`config.mk`:
```
export PLATFORM = sky130hd
export DESIGN_NAME = exception_context_unit_flat
export DESIGN_NICKNAME = d
export VERILOG_FILES = /design/src/rtl/exception_context_unit_if.sv /design/src/rtl/exception_context_unit.sv /design/src/flat_wrapper.sv
export SDC_FILE = /design/constraint.sdc
export NUM_CORES = 1
export LEC_CHECK = 0
export ABC_AREA = 1
export CAP_MARGIN = 20
export CELL_PAD_IN_SITES_DETAIL_PLACEMENT = 0
export CELL_PAD_IN_SITES_GLOBAL_PLACEMENT = 1
export CORE_UTILIZATION = 35
export DETAILED_ROUTE_END_ITERATION = 16
export PLACE_DENSITY = 0.95
export SYNTH_ARGS = -nofsm -noshare
export SYNTH_HDL_FRONTEND = slang
export SYNTH_SLANG_ARGS = --single-unit
```
`constraint.sdc`:
```
create_clock -name clk -period 7.6 [get_ports clk]
set_input_delay 1.14 -clock clk [delete_from_list [all_inputs] [get_ports clk]]
set_output_delay 1.14 -clock clk [all_outputs]
set_load 0.02 [all_outputs]
```
`src/rtl/exception_context_unit_if.sv`:
```
// Memory bus between the exception context unit and the stack memory.
// master: the context unit (issues req/we/addr/wdata, receives rdata/ack).
// slave:  the memory (returns rdata/ack). mem_ack completes the current access.
interface exception_context_unit_if;
    logic        mem_req;
    logic        mem_we;
    logic [15:0] mem_addr;
    logic [15:0] mem_wdata;
    logic [15:0] mem_rdata;
    logic        mem_ack;

    modport master (
        output mem_req,
        output mem_we,
        output mem_addr,
        output mem_wdata,
        input  mem_rdata,
        input  mem_ack
    );

    modport slave (
        input  mem_req,
        input  mem_we,
        input  mem_addr,
        input  mem_wdata,
        output mem_rdata,
        output mem_ack
    );
endinterface

```
`src/rtl/exception_context_unit.sv`:
```
// Exception context unit: on an enabled interrupt it pushes PC and PSW onto the
// stack, then loads the handler vector, the new SP and the PSW with interrupts
// masked. On reti it pops PSW and PC and restores PC, SP and PSW.
//
// Ports:
//   clk, rst          clock; synchronous active-high reset
//   irq_req           level interrupt request (honoured only when psw_in[IE_BIT])
//   irq_vector        handler entry address, driven onto pc_out at entry
//   reti              return-from-interrupt request (sampled in idle only)
//   pc_in/sp_in/psw_in current CPU context, latched when a sequence starts
//   mem               stack memory bus (master side)
//   pc_wr/pc_out, sp_wr/sp_out          register write-back strobes and data
//   psw_wr_en/psw_wr_data               PSW byte enables and data
//   irq_ack           one-cycle pulse when entry completes
//   busy              high whenever a sequence is in progress
module exception_context_unit #(
    parameter int unsigned IE_BIT     = 4,
    parameter int unsigned WORD_BYTES = 2
) (
    input  logic                            clk,
    input  logic                            rst,
    input  logic                            irq_req,
    input  logic [15:0]                     irq_vector,
    input  logic                            reti,
    input  logic [15:0]                     pc_in,
    input  logic [15:0]                     sp_in,
    input  logic [15:0]                     psw_in,
    exception_context_unit_if.master        mem,
    output logic                            pc_wr,
    output logic [15:0]                     pc_out,
    output logic                            sp_wr,
    output logic [15:0]                     sp_out,
    output logic [1:0]                      psw_wr_en,
    output logic [15:0]                     psw_wr_data,
    output logic                            irq_ack,
    output logic                            busy
);

    localparam logic [15:0] Step1  = 16'(WORD_BYTES);
    localparam logic [15:0] Step2  = 16'(2 * WORD_BYTES);
    localparam logic [15:0] IeMask = 16'(1) << IE_BIT;

    typedef enum logic [2:0] {
        StIdle,
        StPushPc,
        StPushPsw,
        StLoadVec,
        StPopPsw,
        StPopPc,
        StRestore
    } state_e;

    state_e      state_q, state_d;
    logic [15:0] pc_q, pc_d;
    logic [15:0] sp_q, sp_d;
    logic [15:0] psw_q, psw_d;
    logic [15:0] pop_pc_q, pop_pc_d;
    logic [15:0] pop_psw_q, pop_psw_d;

    logic        mem_req, mem_we;
    logic [15:0] mem_addr, mem_wdata;

    always_ff @(posedge clk) begin
        if (rst) begin
            state_q   <= StIdle;
            pc_q      <= 16'h0000;
            sp_q      <= 16'h0000;
            psw_q     <= 16'h0000;
            pop_pc_q  <= 16'h0000;
            pop_psw_q <= 16'h0000;
        end else begin
            state_q   <= state_d;
            pc_q      <= pc_d;
            sp_q      <= sp_d;
            psw_q     <= psw_d;
            pop_pc_q  <= pop_pc_d;
            pop_psw_q <= pop_psw_d;
        end
    end

    always_comb begin
        state_d     = state_q;
        pc_d        = pc_q;
        sp_d        = sp_q;
        psw_d       = psw_q;
        pop_pc_d    = pop_pc_q;
        pop_psw_d   = pop_psw_q;
        mem_req     = 1'b0;
        mem_we      = 1'b0;
        mem_addr    = 16'h0000;
        mem_wdata   = 16'h0000;
        pc_wr       = 1'b0;
        pc_out      = 16'h0000;
        sp_wr       = 1'b0;
        sp_out      = 16'h0000;
        psw_wr_en   = 2'b00;
        psw_wr_data = 16'h0000;
        irq_ack     = 1'b0;
        busy        = (state_q != StIdle);

        case (state_q)
            StIdle: begin
                // reti has priority over a pending interrupt
                if (reti) begin
                    state_d = StPopPsw;
                end else if (irq_req && psw_in[IE_BIT]) begin
                    state_d = StPushPc;
                end
                if (state_d != StIdle) begin
                    pc_d  = pc_in;
                    sp_d  = sp_in;
                    psw_d = psw_in;
                end
            end
            StPushPc: begin
                mem_req   = 1'b1;
                mem_we    = 1'b1;
                mem_addr  = sp_q - Step1;
                mem_wdata = pc_q;
                if (mem.mem_ack) state_d = StPushPsw;
            end
            StPushPsw: begin
                mem_req   = 1'b1;
                mem_we    = 1'b1;
                mem_addr  = sp_q - Step2;
                mem_wdata = psw_q;
                if (mem.mem_ack) state_d = StLoadVec;
            end
            StLoadVec: begin
                pc_wr       = 1'b1;
                pc_out      = irq_vector;
                sp_wr       = 1'b1;
                sp_out      = sp_q - Step2;
                psw_wr_en   = 2'b11;
                psw_wr_data = psw_q & ~IeMask;
                irq_ack     = 1'b1;
                state_d     = StIdle;
            end
            StPopPsw: begin
                mem_req  = 1'b1;
                mem_addr = sp_q;
                if (mem.mem_ack) begin
                    pop_psw_d = mem.mem_rdata;
                    state_d   = StPopPc;
                end
            end
            StPopPc: begin
                mem_req  = 1'b1;
                mem_addr = sp_q + Step1;
                if (mem.mem_ack) begin
                    pop_pc_d = mem.mem_rdata;
                    state_d  = StRestore;
                end
            end
            StRestore: begin
                pc_wr       = 1'b1;
                pc_out      = pop_pc_q;
                sp_wr       = 1'b1;
                sp_out      = sp_q + Step2;
                psw_wr_en   = 2'b11;
                psw_wr_data = pop_psw_q;
                state_d     = StIdle;
            end
            default: state_d = StIdle;
        endcase

        // Reset silences every output at once so an aborted sequence never
        // leaks a strobe or a bus request in the reset cycle itself.
        if (rst) begin
            mem_req     = 1'b0;
            mem_we      = 1'b0;
            mem_addr    = 16'h0000;
            mem_wdata   = 16'h0000;
            pc_wr       = 1'b0;
            pc_out      = 16'h0000;
            sp_wr       = 1'b0;
            sp_out      = 16'h0000;
            psw_wr_en   = 2'b00;
            psw_wr_data = 16'h0000;
            irq_ack     = 1'b0;
            busy        = 1'b0;
        end
    end

    assign mem.mem_req   = mem_req;
    assign mem.mem_we    = mem_we;
    assign mem.mem_addr  = mem_addr;
    assign mem.mem_wdata = mem_wdata;

endmodule

```
`src/flat_wrapper.sv`:
```
// flat-port wrapper written by rule: the top's interface ports become plain ports
module exception_context_unit_flat 
#(
    parameter int unsigned IE_BIT     = 4,
    parameter int unsigned WORD_BYTES = 2
)
  (clk, rst, irq_req, irq_vector, reti, pc_in, sp_in, psw_in, pc_wr, pc_out, sp_wr, sp_out, psw_wr_en, psw_wr_data, irq_ack, busy, mem_mem_req, mem_mem_we, mem_mem_addr, mem_mem_wdata, mem_mem_rdata, mem_mem_ack);
  exception_context_unit_if mem_i ();
  input  logic clk;
  input  logic rst;
  input  logic irq_req;
  input  logic [15:0] irq_vector;
  input  logic reti;
  input  logic [15:0] pc_in;
  input  logic [15:0] sp_in;
  input  logic [15:0] psw_in;
  output logic pc_wr;
  output logic [15:0] pc_out;
  output logic sp_wr;
  output logic [15:0] sp_out;
  output logic [1:0] psw_wr_en;
  output logic [15:0] psw_wr_data;
  output logic irq_ack;
  output logic busy;
  output wire logic [$bits(mem_i.mem_req)-1:0] mem_mem_req;
  output wire logic [$bits(mem_i.mem_we)-1:0] mem_mem_we;
  output wire logic [$bits(mem_i.mem_addr)-1:0] mem_mem_addr;
  output wire logic [$bits(mem_i.mem_wdata)-1:0] mem_mem_wdata;
  input wire logic [$bits(mem_i.mem_rdata)-1:0] mem_mem_rdata;
  input wire logic [$bits(mem_i.mem_ack)-1:0] mem_mem_ack;
  assign mem_mem_req = mem_i.mem_req;
  assign mem_mem_we = mem_i.mem_we;
  assign mem_mem_addr = mem_i.mem_addr;
  assign mem_mem_wdata = mem_i.mem_wdata;
  assign mem_i.mem_rdata = mem_mem_rdata;
  assign mem_i.mem_ack = mem_mem_ack;
  exception_context_unit #(.IE_BIT(IE_BIT), .WORD_BYTES(WORD_BYTES)) u_core (.clk(clk), .rst(rst), .irq_req(irq_req), .irq_vector(irq_vector), .reti(reti), .pc_in(pc_in), .sp_in(sp_in), .psw_in(psw_in), .mem(mem_i), .pc_wr(pc_wr), .pc_out(pc_out), .sp_wr(sp_wr), .sp_out(sp_out), .psw_wr_en(psw_wr_en), .psw_wr_data(psw_wr_data), .irq_ack(irq_ack), .busy(busy));
endmodule
```
==> run metrics, run 1 <==
Post-synth top cells nand2_1 (186), nor2_1 (111), inv_1 (107), o21ai_0 (100), a21oi_1 (91); cell area power density 233 mW/mm2; most common cell in the synthesized netlist nand2_1; drc violations 0; worst-skew pair later-pin latency 0.35 ns; Starting Density 0.362; TritonRoute pass-1 iters 5; CTS H-tree lvls 3; chip width 128 um; clock root buffer clkbuf_16; clock sinks 83; Avg Synthesized Cell Area 6.26 um2; CTS tree yes; grt ovf 0; Hold Vio Cnt, Final 0; CP cell instances inv_1, nor2_4, nand2_1, ha_1, or2_2, nand2_1, nor2_1, o21ai_0, nand3b_1, a21oi_1, clkdlybuf4s50_1; R2R Path Start u_core.state_q[0]$_SDFFE_PP0P_; Post-synth EDFFs 0; nets 1127; overall routing resource usage 0.228; Critical Path RT 6.46 ns; clk buf depth 2; Hold Path Class register to register; WHS Path Cells 2; first-pass GRT wire length 28800 um; Worst slew margin 0.312; row count 45; Tmin final 5.53 ns; Die Y-Extent 128 um; post-route ant nets 0; CP max stage cell nand2_1; leakage 3.04 nW; I/O Pins 173; share of cells above drive strength 1 0.0621; YS warnings 0; cell count of the worst reg-to-reg path 5; critical path endpoint category output pin; Finish-stage setup viols 0; Sum Neg Setup Slack 0 ns; max-cap violation count 0; Layout Skew 0.00370 ns; Routed WL per cell 15.2 um; # diodes 0; post-synthesis sequential area ratio 0.299; startpoint types register; Hold Buf Count CTS 0; core area 0.0154 mm2; synthesized cell area 0.00556 mm2; pin count of the biggest net entering global routing 64; maximum vdd drop 133 uV; measured slew at the worst slew-check pin 1.03 ns; CTS clock-pin slew for the worst setup and hold paths 0.06 ns; synth unique cells 38; share of the synthesized area in the top cell type 0.299; status finished clean; crit path DAT 4.39 ns; CP max stage delay 0.66 ns; dpl hpwl 13900 um; post-synth top area cell dfxtp_1; Final Cycle Share 0.728; reg-to-reg critical path endpoint u_core.pop_pc_q[10]$_SDFFE_PP0P_; Die ar. 0.0164 mm2; WL final 18800 um; Max Slew Vio Count 0; number of port buffers 172; drt first-iter violations 502; Top cell by count, worst path nand2_1; hold path startpoint u_core.pop_psw_q[7]$_SDFFE_PP0P_; FF+latch count, synth 83; Fmax 0.181 GHz; Layout area overhead 36.3%; total number of vias 6164; reg-to-reg slack, setup 4.70 ns; Num CTS Buffers 9; Post-synth ARST share 0; post-cts sizing count 0; postcts setup bufs 0; Synthesized Nets 990; top cells by area, synth dfxtp_1 (30%), nand2_1 (13%), o21ai_0 (9.0%); top_reg_cell synth dfxtp_1; unrepaired setup endpoints after global routing false; vias in the first global route 5649; Setup CP Type register to output pin; Max FO, Critical Path 34; routability-driven placement congestion ratio 0.912; Syn Inst Count 888; initial antenna violation count 0; Hold EP u_core.pop_psw_q[7]$_SDFFE_PP0P_; vias per cell 4.97; total power 0.00176 W
-- worst max-delay path by stage --
stage / from / endpoint / slack (ns) / cells after the start
after floorplan: u_core.state_q[0]$_SDFFE_PP0P_ / mem_mem_addr[11] / 4.00 / 12
after global placement: rst / mem_mem_addr[4] / 2.47 / 7
after detailed placement: rst / mem_mem_addr[4] / 2.44 / 7
after CTS: u_core.state_q[0]$_SDFFE_PP0P_ / mem_mem_addr[12] / 2.10 / 11
after global routing: u_core.state_q[0]$_SDFFE_PP0P_ / mem_mem_addr[15] / 1.76 / 13
final: u_core.state_q[0]$_SDFFE_PP0P_ / mem_mem_addr[9] / 2.07 / 11
-- worst max-delay path, delay by kind of cell, from the launching register on --
family	cells	cell delay, ns
buffers and inverters	2	0.76
DFF	1	0.43
AOI/OAI and AO/OA	2	0.41
adders and majority gates	1	0.54
and+or+nand+nor	6	1.89
-- cells in the final DEF, fill, tap and decap left out, types with 2 or more instances in the layout --
master             n
nand2_1          186
clkdlybuf4s50_1  172
nor2_1           111
inv_1            106
o21ai_0          100
a21oi_1           91
dfxtp_1           83
nand3_1           59
o21ai_2           20
ha_1              16
o21ai_1           10
clkbuf_16          9
inv_2              8
xor2_1             8
a31oi_1            4
nor2_4             4
nand2_2            4
or2_2              4
nand4_1            4
nand3b_1           3
nor3_1             3
clkinv_4           3
nor2_2             2
nor3_2             2
nand3_2            2
clkinv_2           2
buf_4              2
-- routing by layer --
layer / track usage / share of wire / wire, um / vias up
met1: 0.293 / 0.45 / 8450 / 2730
met4: 0.0865 / 0.022 / 410 / 0
li1: - / - / - / 3151
met5: 0 / 0 / 0 / -
met2: 0.371 / 0.45 / 8460 / 248
met3: 0.0530 / 0.081 / 1520 / 35
-- where the power goes --
| group | switching, W | internal (W) |
|---|---|---|
| sequential | 0.0000789 | 0.000508 |
| clock | 0.000188 | 0.000255 |
| combinational | 0.000471 | 0.000262 |
-- stage by stage --
step / std cells / area [um2] / hold WS, ns / setup slack (ns) / util
final: 1241 / 7570 / 0.454 / 2.07 / 0.493
after global routing: 1241 / 7570 / 0.468 / 1.76 / 0.493
after CTS: 1241 / 7570 / 0.450 / 2.10 / 0.493
after detailed placement: 1225 / 7280 / 0.440 / 2.44 / 0.474
after global placement: 1225 / 7280 / 0.439 / 2.47 / 0.474
after floorplan: 888 / 5560 / 0.424 / 4.00 / -
-- sequential cells by signal (all words and copies together), names as in the netlist --
| name | cells |
|---|---|
| u_core.pc_q | 16 |
| u_core.pop_pc_q | 16 |
| u_core.pop_psw_q | 16 |
| u_core.psw_q | 16 |
| u_core.sp_q | 16 |
| u_core.state_q | 3 |
-- logic make-up (layout without fill, tap and decap cells) --
logic type,after synthesis,in the layout,share of synthesized area
AOI/OAI and AO/OA,232,232,0.228
xor gates and xnor gates,8,8,0.0126
adders and majority gates,17,17,0.0396
buffers and inverters,162,304,0.127
DFF,83,83,0.299
and+or+nand+nor,386,386,0.294
-- cell type report --
| cell class | instances | area, um2 |
|---|---|---|
| Fill cell | 1562 | 7800 |
| Multi-Input combinational cell | 643 | 3190 |
| Clock inverter | 6 | 66.3 |
| Clock buffer | 10 | 229 |
| Sequential cell | 83 | 1660 |
| Timing Repair Buffer | 174 | 1740 |
| Inverter | 114 | 428 |
| Tap cell | 211 | 264 |
(Power assumes the default switching activity.)
==> inputs of run 2 (changes only) <==
- CORE_UTILIZATION: 35 -> 32
- PLACE_DENSITY: 0.95 -> 0.89
- clock period: 7.6 -> 5.6 ns (I/O delays scaled with it)
==> run 2 against run 1 <==
  * Critical path depth down 1
  * First-iteration DRC count down 2.0%
  * Sequential share of layout area down 0.18 points
  * Global-route usage down 0.85 points
  * Flip-flop and latch count unchanged
  * Sequential power up 35%
  * Clock power up 41%
  * Via count up 0.83%
  * Register-to-register slack worse by 1.7 ns
  * Combinational power up 38%
  * Highest routed layer unchanged
==> run metrics, run 2 (synthesized netlist as in run 1, its figures left out) <==
status finished clean; Hold EP u_core.pop_psw_q[14]$_SDFFE_PP0P_; Worst slew margin 0.356; grt ovf 0; Setup CP Type register to output pin; clock root buffer clkbuf_16; Starting Density 0.332; commonest non-fill, non-tap cells in the layout nand2_1 (186), clkdlybuf4s50_1 (172), nor2_1 (111); routability-driven placement congestion ratio 0.917; postcts setup bufs 0; hold path startpoint u_core.pop_psw_q[14]$_SDFFE_PP0P_; unrepaired setup endpoints after global routing false; Clock Power Share 0.258; TritonRoute pass-1 iters 5; measured slew at the worst slew-check pin 0.964 ns; vias in the first global route 5884; commonest non-fill, non-tap cell in the layout nand2_1; switching share of power 0.424; nets 1131; Critical Path RT 4.76 ns; CTS H-tree lvls 3; Layout Skew 0.00667 ns; reg-to-reg slack, setup 3.02 ns; crit path DAT 3.55 ns; drt first-iter violations 492; Die ar. 0.0179 mm2; Sw Pwr 0.00103 W; critical path endpoint category output pin; overall routing resource usage 0.220; row count 47; combinational share of power 0.416; WHS Path Cells 2; total number of vias 6215; core area 0.0168 mm2; CP max stage cell clkdlybuf4s50_1; Num CTS Buffers 9; final setup margin 1.21 ns; Finish-stage setup viols 0; dpl hpwl 14500 um; chip width 134 um; Hold Path Class register to register; post-route ant nets 0; Tmin final 4.39 ns; # diodes 0; Hold Vio Cnt, Final 0; number of port buffers 172; max-cap violation count 0; vias per cell 4.96; CP max stage delay 0.67 ns; post-cts sizing count 0; pin count of the biggest net entering global routing 54; first-pass GRT wire length 30600 um; clk buf depth 2; Hold Buf Count CTS 0; Layout area overhead 37.4%; maximum vdd drop 169 uV; Max Slew Vio Count 0; Fin Hold WS 0.447 ns; I/O Pins 173; Final Cycle Share 0.785; CP top delay family simple AND/OR/NAND/NOR gates; pre-CTS WS 1.58 ns; sequential share of power 0.326; Max FO, Critical Path 17; WL final 19600 um; Routed WL per cell 15.6 um; Die Y-Extent 134 um; CTS clock-pin slew for the worst setup and hold paths 0.07 ns; leakage 3.07 nW; CP cell instances inv_1, nor2_4, nand2_1, ha_1, nor2_1, a21oi_1, or2_2, nand3_1, a31oi_1, clkdlybuf4s50_1; Sum Neg Setup Slack 0 ns; Fmax 0.228 GHz; clock sinks 83; cell count of the worst reg-to-reg path 6; Crit. path cell count 10; CP bufs+invs 2; cell area power density 319 mW/mm2; drc violations 0; initial antenna violation count 0; share of cells above drive strength 1 0.0658; R2R Path Start u_core.state_q[2]$_SDFFE_PP0P_; Pint 0.00140 W; reg-to-reg critical path endpoint u_core.sp_q[4]$_SDFFE_PP0P_; worst-skew pair later-pin latency 0.35 ns; CTS tree yes; startpoint types register
==> run 2: worst max-delay path by stage <==
| stage | from | to | slack [ns] |
|---|---|---|---|
| after floorplan | u_core.state_q[0]$_SDFFE_PP0P_ | mem_mem_addr[11] | 2.30 |
| after global placement | rst | mem_mem_addr[4] | 1.59 |
| after detailed placement | rst | mem_mem_addr[4] | 1.58 |
| after CTS | u_core.state_q[0]$_SDFFE_PP0P_ | mem_mem_addr[15] | 1.26 |
| after global routing | u_core.state_q[0]$_SDFFE_PP0P_ | mem_mem_addr[15] | 0.92 |
| final | u_core.state_q[0]$_SDFFE_PP0P_ | mem_mem_addr[4] | 1.21 |
==> run 2: area by class of cell <==
cell class,count,area [um2]
clock inverters,6,70.1
repair buffers,178,1780
fillers,1830,9120
inverters,114,428
well taps,220,275
flip-flops and latches,83,1660
multi-input cells,643,3190
clock buffers,10,229
==> run 2: power groups by stage <==
stage	clock network, W	registers, W	logic, W
finish	0.000628	0.000793	0.00101
global route	0.000658	0.000803	0.00114
CTS	0.000640	0.000790	0.00101
detailed placement	0	0.000803	0.00101
global placement	0	0.000803	0.000999
floorplan	0	0.000756	0.000731
==> run 2: worst register-to-register path: cells and delay by family (launching register included) <==
family                 cells  cell delay [ns]
AND/OR/NAND/NOR            3             0.90
flip-flops                 1             0.39
AO/OA/AOI/OAI              2             0.60
buffers and inverters      1             0.54
==> run 2: layer usage <==
layer | track usage | vias to the layer above | wire length (um)
met5 | 0 | - | 0
met4 | 0.0638 | 0 | 337
met3 | 0.0597 | 24 | 1650
met2 | 0.372 | 245 | 9220
met1 | 0.271 | 2792 | 8380
li1 | - | 3154 | -
==> run 2: through the flow <==
step | total power, W | cells | cell area, um2 | utilization
finish | 0.00243 | 1254 | 7640 | 0.456
detailed placement | 0.00181 | 1237 | 7310 | 0.436
global placement | 0.00180 | 1237 | 7310 | 0.436
global route | 0.00261 | 1254 | 7640 | 0.456
CTS | 0.00244 | 1253 | 7610 | 0.454
floorplan | 0.00149 | 888 | 5560 | -
